**config.mk**
```make
export PLATFORM = sky130hd
export DESIGN_NAME = sipo_rr_sched
export DESIGN_NICKNAME = d
export VERILOG_FILES = /design/src/rtl/sipo_rr_sched.sv
export SDC_FILE = /design/constraint.sdc
export NUM_CORES = 1
export LEC_CHECK = 0
export CAP_MARGIN = 15
export CORE_ASPECT_RATIO = 0.75
export CORE_UTILIZATION = 40
export DETAILED_ROUTE_END_ITERATION = 10
export PLACE_DENSITY_LB_ADDON = 0.12
export SLEW_MARGIN = 20
export SYNTH_ARGS = -nofsm -noshare
export SYNTH_HDL_FRONTEND = slang
export SYNTH_SLANG_ARGS = --single-unit
```
**constraint.sdc**
```tcl
create_clock -name clk_i -period 2 [get_ports clk_i]
set_input_delay 0.4 -clock clk_i [delete_from_list [all_inputs] [get_ports clk_i]]
set_output_delay 0.4 -clock clk_i [all_outputs]
set_load 0.02 [all_outputs]
```
**src/rtl/sipo_rr_sched.sv**
```systemverilog
// Round-robin scheduler sharing one serial-to-parallel deserializer among NUM_CH
// strobed serial sources; completed words leave on a valid/ready port tagged by channel.
module sipo_rr_sched #(
  parameter int NUM_CH     = 4,
  parameter int WORD_BW    = 8,
  parameter int SHIFT_LEFT = 1,
  localparam int CH_BW     = $clog2(NUM_CH)
) (
  input  logic                clk_i,
  input  logic                reset_n_i,
  input  logic [NUM_CH-1:0]   req_i,
  input  logic [NUM_CH-1:0]   serial_data_i,
  input  logic [NUM_CH-1:0]   bit_valid_i,
  output logic [NUM_CH-1:0]   gnt_o,
  output logic [WORD_BW-1:0]  word_o,
  output logic [CH_BW-1:0]    ch_id_o,
  output logic                word_valid_o,
  input  logic                word_ready_i,
  output logic                abort_o,
  output logic                busy_o
);

  localparam int CNT_BW = $clog2(WORD_BW) + 1;

  typedef enum logic [1:0] {ST_IDLE, ST_SHIFT, ST_OUT} state_e;

  state_e              state_q, state_d;
  logic [NUM_CH-1:0]   gnt_q, gnt_d;
  logic [CH_BW-1:0]    ch_id_q, ch_id_d;
  logic [CH_BW-1:0]    last_q, last_d;
  logic [WORD_BW-1:0]  word_q, word_d;
  logic [CNT_BW-1:0]   cnt_q, cnt_d;
  logic                valid_q, valid_d;
  logic                abort_q, abort_d;

  logic [CH_BW-1:0]    pick;
  logic                pick_found;
  logic                sel_bit;
  logic                sel_strobe;
  logic                sel_req;
  logic [WORD_BW-1:0]  word_shift;

  // Scan from the farthest to the nearest candidate after last_q so the nearest one wins.
  always_comb begin
    pick       = '0;
    pick_found = 1'b0;
    for (int k = NUM_CH; k >= 1; k--) begin
      if (req_i[(int'(last_q) + k) % NUM_CH]) begin
        pick       = CH_BW'((int'(last_q) + k) % NUM_CH);
        pick_found = 1'b1;
      end
    end
  end

  assign sel_bit    = serial_data_i[ch_id_q];
  assign sel_strobe = bit_valid_i[ch_id_q];
  assign sel_req    = req_i[ch_id_q];

  if (SHIFT_LEFT != 0) begin : g_shift_left
    assign word_shift = {word_q[WORD_BW-2:0], sel_bit};
  end else begin : g_shift_right
    assign word_shift = {sel_bit, word_q[WORD_BW-1:1]};
  end

  always_comb begin
    state_d = state_q;
    gnt_d   = gnt_q;
    ch_id_d = ch_id_q;
    last_d  = last_q;
    word_d  = word_q;
    cnt_d   = cnt_q;
    valid_d = valid_q;
    abort_d = 1'b0;
    case (state_q)
      ST_IDLE: begin
        if (pick_found) begin
          gnt_d   = NUM_CH'(1) << pick;
          ch_id_d = pick;
          last_d  = pick;
          cnt_d   = '0;
          word_d  = '0;
          state_d = ST_SHIFT;
        end
      end
      ST_SHIFT: begin
        // A strobed bit always wins over a dropped request on the same cycle.
        if (sel_strobe) begin
          word_d = word_shift;
          cnt_d  = cnt_q + CNT_BW'(1);
          if (cnt_q == CNT_BW'(WORD_BW - 1)) begin
            gnt_d   = '0;
            valid_d = 1'b1;
            state_d = ST_OUT;
          end
        end else if (!sel_req) begin
          gnt_d   = '0;
          abort_d = 1'b1;
          cnt_d   = '0;
          state_d = ST_IDLE;
        end
      end
      ST_OUT: begin
        if (word_ready_i) begin
          valid_d = 1'b0;
          state_d = ST_IDLE;
        end
      end
      default: state_d = ST_IDLE;
    endcase
  end

  always_ff @(posedge clk_i or negedge reset_n_i) begin
    if (!reset_n_i) begin
      state_q <= ST_IDLE;
      gnt_q   <= '0;
      ch_id_q <= '0;
      last_q  <= CH_BW'(NUM_CH - 1);
      word_q  <= '0;
      cnt_q   <= '0;
      valid_q <= 1'b0;
      abort_q <= 1'b0;
    end else begin
      state_q <= state_d;
      gnt_q   <= gnt_d;
      ch_id_q <= ch_id_d;
      last_q  <= last_d;
      word_q  <= word_d;
      cnt_q   <= cnt_d;
      valid_q <= valid_d;
      abort_q <= abort_d;
    end
  end

  assign gnt_o        = gnt_q;
  assign word_o       = word_q;
  assign ch_id_o      = ch_id_q;
  assign word_valid_o = valid_q;
  assign abort_o      = abort_q;
  assign busy_o       = (state_q != ST_IDLE);

endmodule

```
* Word level (Yosys, flattened, before mapping) *
Index checks and enable logic that the tools add are counted.

storage, ports and cells
  flip-flop bits (word level) = 24
  input port bits = 15

operators by class
  add/sub/neg operators = 5
  magnitude comparators = 5
  eq/ne operators = 9
  shift-type cells = 1
  multiplexer cells = 50
  bitwise gates (word level) = 4
  reduce and logical (&&, ||, !) cells = 14

operators by type and width
  cell                                                                    number
  4-bit 2-to-1 mux                                                        6
  1-bit 2-to-1 mux                                                        21
  2-bit 2-to-1 mux                                                        9
  3-bit by 4-bit < comparator with 1-bit output (second input constant)   4
  8-bit 2-to-1 mux                                                        2
  4-bit case mux with 2 select lines                                      2
  8-bit case mux with 2 select lines                                      1
  1-bit binary-select mux with 2-bit select                               7
  4-bit AND reduction                                                     3
  2-bit != test (second input constant)                                   4
  2-bit OR reduction                                                      4
  3-bit != test (second input constant)                                   2
  2-bit case mux with 3 select lines                                      1
  3-bit AND reduction                                                     2
  2-bit nonzero test                                                      3
  2-bit by 1-bit adder with 2-bit output (second input constant)          2
  2-bit adder (second input constant)                                     2
  4-bit by 1-bit adder with 4-bit output (second input constant)          1
  1-bit AND (first input constant)                                        4
  4-bit by 3-bit equality test with 1-bit output (second input constant)  1
  1-bit by 2-bit << shifter with 4-bit output (first input constant)      1
  2-bit by 3-bit < comparator with 1-bit output (second input constant)   1
  2-bit by 1-bit equality test with 1-bit output (second input constant)  1
  2-bit equality test (second input constant)                             1
  3 further kinds                                                         3

* Logic depth before layout (Yosys ltp) *
  depth in word-level cells = 13
  depth in mapped cells = 5
  gate-level depth less buffers = 5

* Least setup slack after synthesis *
No wires, ideal clock.

  kind = register -> register
  start point = reg ch_id_q[0] (netlist: ch_id_o[0])
  end point = reg gnt_q[2] (netlist: gnt_o[2])
  library setup time = 0.136 ns
  arrival time = 1.717 ns
  setup slack = 0.146 ns
  cell stages (with the launch flop) = 5
  buffers on the path = 0
  cell sequence = dfrtp_1 -> mux4_2 -> mux2_4 -> a21oi_4 -> o32ai_1

on the way
  longest elaborated chain between the ends = 4

RTL lines
  element                                                                              line    source
  from (decl)                                                                          29      logic [CH_BW-1:0] ch_id_q, ch_id_d;
  from (signal assigned)                                                               125     ch_id_q <= ch_id_d;
  1-bit binary-select mux with 2-bit select (on tied branches)                         56, 57
  1-bit 2-to-1 mux (on tied branches)                                                  56, 57
  3-bit != test (no line) or 4-bit 2-to-1 mux (tied branches)                          --
  4-bit AND reduction (no line) or 4-bit case mux with 2 select lines (tied branches)  --
  to (signal assigned)                                                                 124     gnt_q <= gnt_d;
  to (decl)                                                                            28      logic [NUM_CH-1:0] gnt_q, gnt_d;

Parallel ways exist; a longest one is shown, timed or not. The select of a mux whose other input is x is not followed.
A chain may end at the register's enable or synchronous reset.

* Worst setup path in the final report *
  start point = in req_i[1]
  end point = reg gnt_q[2] (netlist: gnt_o[2])

on the way
  longest elaborated chain between the ends = 10

RTL lines
  element                                               line  source
  from (decl)                                           11    input logic [NUM_CH-1:0] req_i,
  1-bit binary-select mux with 2-bit select             48    if (req_i[(int'(last_q) + k) % NUM_CH]) begin
  1-bit 2-to-1 mux (not written as such) (2 in series)  48
  2-bit 2-to-1 mux (4 in series)                        48
  1-bit by 2-bit << shifter with 4-bit output           77    gnt_d = NUM_CH'(1) << pick;
  4-bit 2-to-1 mux                                      76    if (pick_found) begin
  4-bit case mux with 2 select lines                    74    case (state_q)

Parallel ways exist; a longest one is shown, timed or not. The select of a mux whose other input is x is not followed.

==> run metrics <==
RePlAce Congestion=about 0.8; kind of critical path=input pin to register; Worst Setup SP=req_i[1]; Critical Path, Cell by Cell=clkdlybuf4s50_1, mux4_1, mux2_4, a21oi_4, o32ai_1; Post-Route Setup TNS=0 ps; Worst Hold Class=input pin to async pin; CTS H-tree lvls=1; Setup WS post-layout=approximately 57 ps; FF-to-FF setup slack=roughly 210 ps; RSZ-0062 raised after global routing=true; Levels on crit path=5; Area Overhead vs Synth=39.0%; Worst Path Arrival=around 2100 ps; Crit-path slowest cell=mux4_1; Slew headroom=67.3%; Detailed Place HPWL=about 2000 um; Synth cell types=37; final period utilization=between 90% and 100%; die extent in x=approximately 66 um; initial antenna violation count=0; Congestion Overflow GR=0; Final #Nets=roughly 170; total core area=roughly 3000 um2; Reg2Reg Depth=4; Avg Cell Area, Syn=between 10 and 15 um2; DRC Markers=0; syn_nets=128; Highest Clock Rate=515 MHz; CTS tree=yes; critical path capture point type=register; Syn. warnings=0; row cnt=17; final hold viol count=0; max cap viols=0; Max Transition Viols Final=0; Tot GR Track Use=around 18%; Avg WL per Cell=around 14 um; P per Cell Area=1390 nW/um2; Tightest Pin Transition=just under 500 ps; Synth async-reset ratio=100%; I/O Buffers=31; DRT iter0 DRCs=27; Setup WS pre-CTS=-245 ps; R2R Path End=gnt_o[2]; FF+latch count, synth=24; simple-gate share of the synthesized area=between 10% and 20%; final wirelength=roughly 2700 um; DR pass1 iterations=4; Starting Density=approximately 42%; Worst Path Buf+Inv=1; CTS Buffer Depth=2; top_reg_cell synth=dfrtp_1; worst path required time=roughly 2100 ps; post-synthesis adder-cell area fraction=~1.0%; minimum clock period=1940 ps; largest family of logic cells by synthesized area=multiplexers; DR vias=980; Non-Filler Instances=195; postcts setup bufs=0; Cells after Synth=around 110; crit path capture=gnt_o[2]; post-synthesis mux area share=around 16%; DIE HEIGHT=just over 50 um; clk slew on worst S/H paths=~80 ps; cts bufs inserted=3; Root Buffer=clkbuf_8; CP max FO=5; startpoint types=input pin; placed cells=around 190; status=completed; RR Startpoint=ch_id_o[0]; compound-gate portion of the synthesized area=roughly 15%; first-pass GRT wire length=4470 um; Setup-failing EPs final=0; Diodes inserted=0; worst-skew pair later-pin latency=260 ps; post-synthesis cell area=roughly 1200 um2; EDFF count, synth=0; sequential fraction of the synthesis area=around half; Clock Sinks=24; Post-Route Skew=roughly 1.1 ps; share of cells above drive strength 1=17.2%; Die ar.=around 3300 um2; cell family with most CP delay=multiplexers; post-cts hold buffer count=0; Max IR drop VDD=between 0.7 and 0.8 mV; Synth Area in XOR/XNOR=0.705%; largest net degree at the start of global routing=25; Static Leakage=0.791 nW; # IOs=32; mean number of vias per cell=5.03; vias in the first global route=between 900 and 1000; CP max stage delay=590 ps; Post-DRT Antenna Nets=0
-- Yosys cell counts, types with 2 or more instances --
library cell  number  area share (%)
mux2i_1            9             7.3
nand2_1           14             4.2
dfrtp_1           22              44
a21oi_1            2            0.81
a21oi_4            2             2.6
inv_1             13             3.9
nor2_1             5             1.5
a21o_1             3             1.8
mux2_2             2             1.8
nand2b_1           3             1.5
dfstp_2            2             4.2
nor3b_1            4             2.4
nand3_1            2            0.81
o2bb2ai_1          3             2.1
mux4_1             2             4.2
nor2b_1            3             1.5
-- layer usage --
layer	vias to the layer above	GRT usage (%)	share of wire, %
met4	0	7.45	1.4
met5	-	0	0
met2	23	27.9	46
met3	6	4.09	4.0
li1	483	-	-
met1	468	23.9	49
-- layout by cell type (no fill, tap or decap), types with 2 or more instances in the layout --
master,n
a21o_1,3
a21oi_1,2
a21oi_4,2
buf_4,11
clkbuf_8,3
clkdlybuf4s50_1,31
dfrtp_1,22
dfstp_2,2
inv_1,13
mux2_2,2
mux2i_1,9
mux4_1,2
nand2_1,14
nand2b_1,3
nand3_1,2
nor2_1,4
nor2b_1,3
nor3b_1,4
o2bb2ai_1,3
-- sequential cells by signal (all words and copies together), names as in the netlist --
register      cells
abort_o           1
ch_id_o           2
cnt_q             4
gnt_o             4
last_q            2
state_q           2
word_o            8
word_valid_o      1
-- how the worst min path moves through the flow --
stage	slack, ps	from	to	depth (start not counted)
5_1_grt	520	reset_n_i	word_o[7]	2
3_3_place_gp	510	cnt_q[3]	cnt_q[3]	1
6_report	490	reset_n_i	cnt_q[2]	2
4_1_cts	500	reset_n_i	word_valid_o	2
2_1_floorplan	100	reset_n_i	abort_o	0
3_5_place_dp	510	gnt_o[1]	gnt_o[1]	2
-- worst register-to-register path, stage by stage (launching register included) --
cell,delay [ps]
dfrtp_1,420
mux4_1,630
mux2_4,320
a21oi_4,190
o32ai_1,110
-- logic make-up after synthesis --
kind of cell               Yosys count
AOI/OAI and AO/OA                   21
xor gates and xnor gates             1
adders and majority gates            1
buffers and inverters               15
DFF                                 24
muxes                               15
and+or+nand+nor                     35
-- cell type report --
type                            instances  area (um2)
Multi-Input combinational cell         73         586
Inverter                               14        52.6
Tap cell                               38        47.5
Timing Repair Buffer                   42         393
Sequential cell                        24         603
Fill cell                             254        1230
Clock buffer                            4        45.0
-- power breakdown --
part,internal (mW),switching [mW]
combinational,0.669,0.618
sequential,0.666,0.159
clock,0.142,0.151
-- repair_timing --
action / CTS / global route
gates resized for setup: 0 / 1
endpoints found under the hold margin: 0 / 0
endpoints found under the setup margin: 0 / 3
-- through the flow --
| step | instance area [um2] | hold slack [ps] | util [%] | power [mW] |
|---|---|---|---|---|
| CTS | 1720 | 504 | 58.3 | 2.42 |
| global route | 1730 | 518 | 58.4 | 2.56 |
| detailed placement | 1680 | 510 | 56.8 | 2.12 |
| finish | 1730 | 493 | 58.4 | 2.41 |
| global placement | 1680 | 509 | 56.8 | 2.10 |
| floorplan | 1240 | 104 | - | 1.58 |
(Power assumes the default switching activity.)
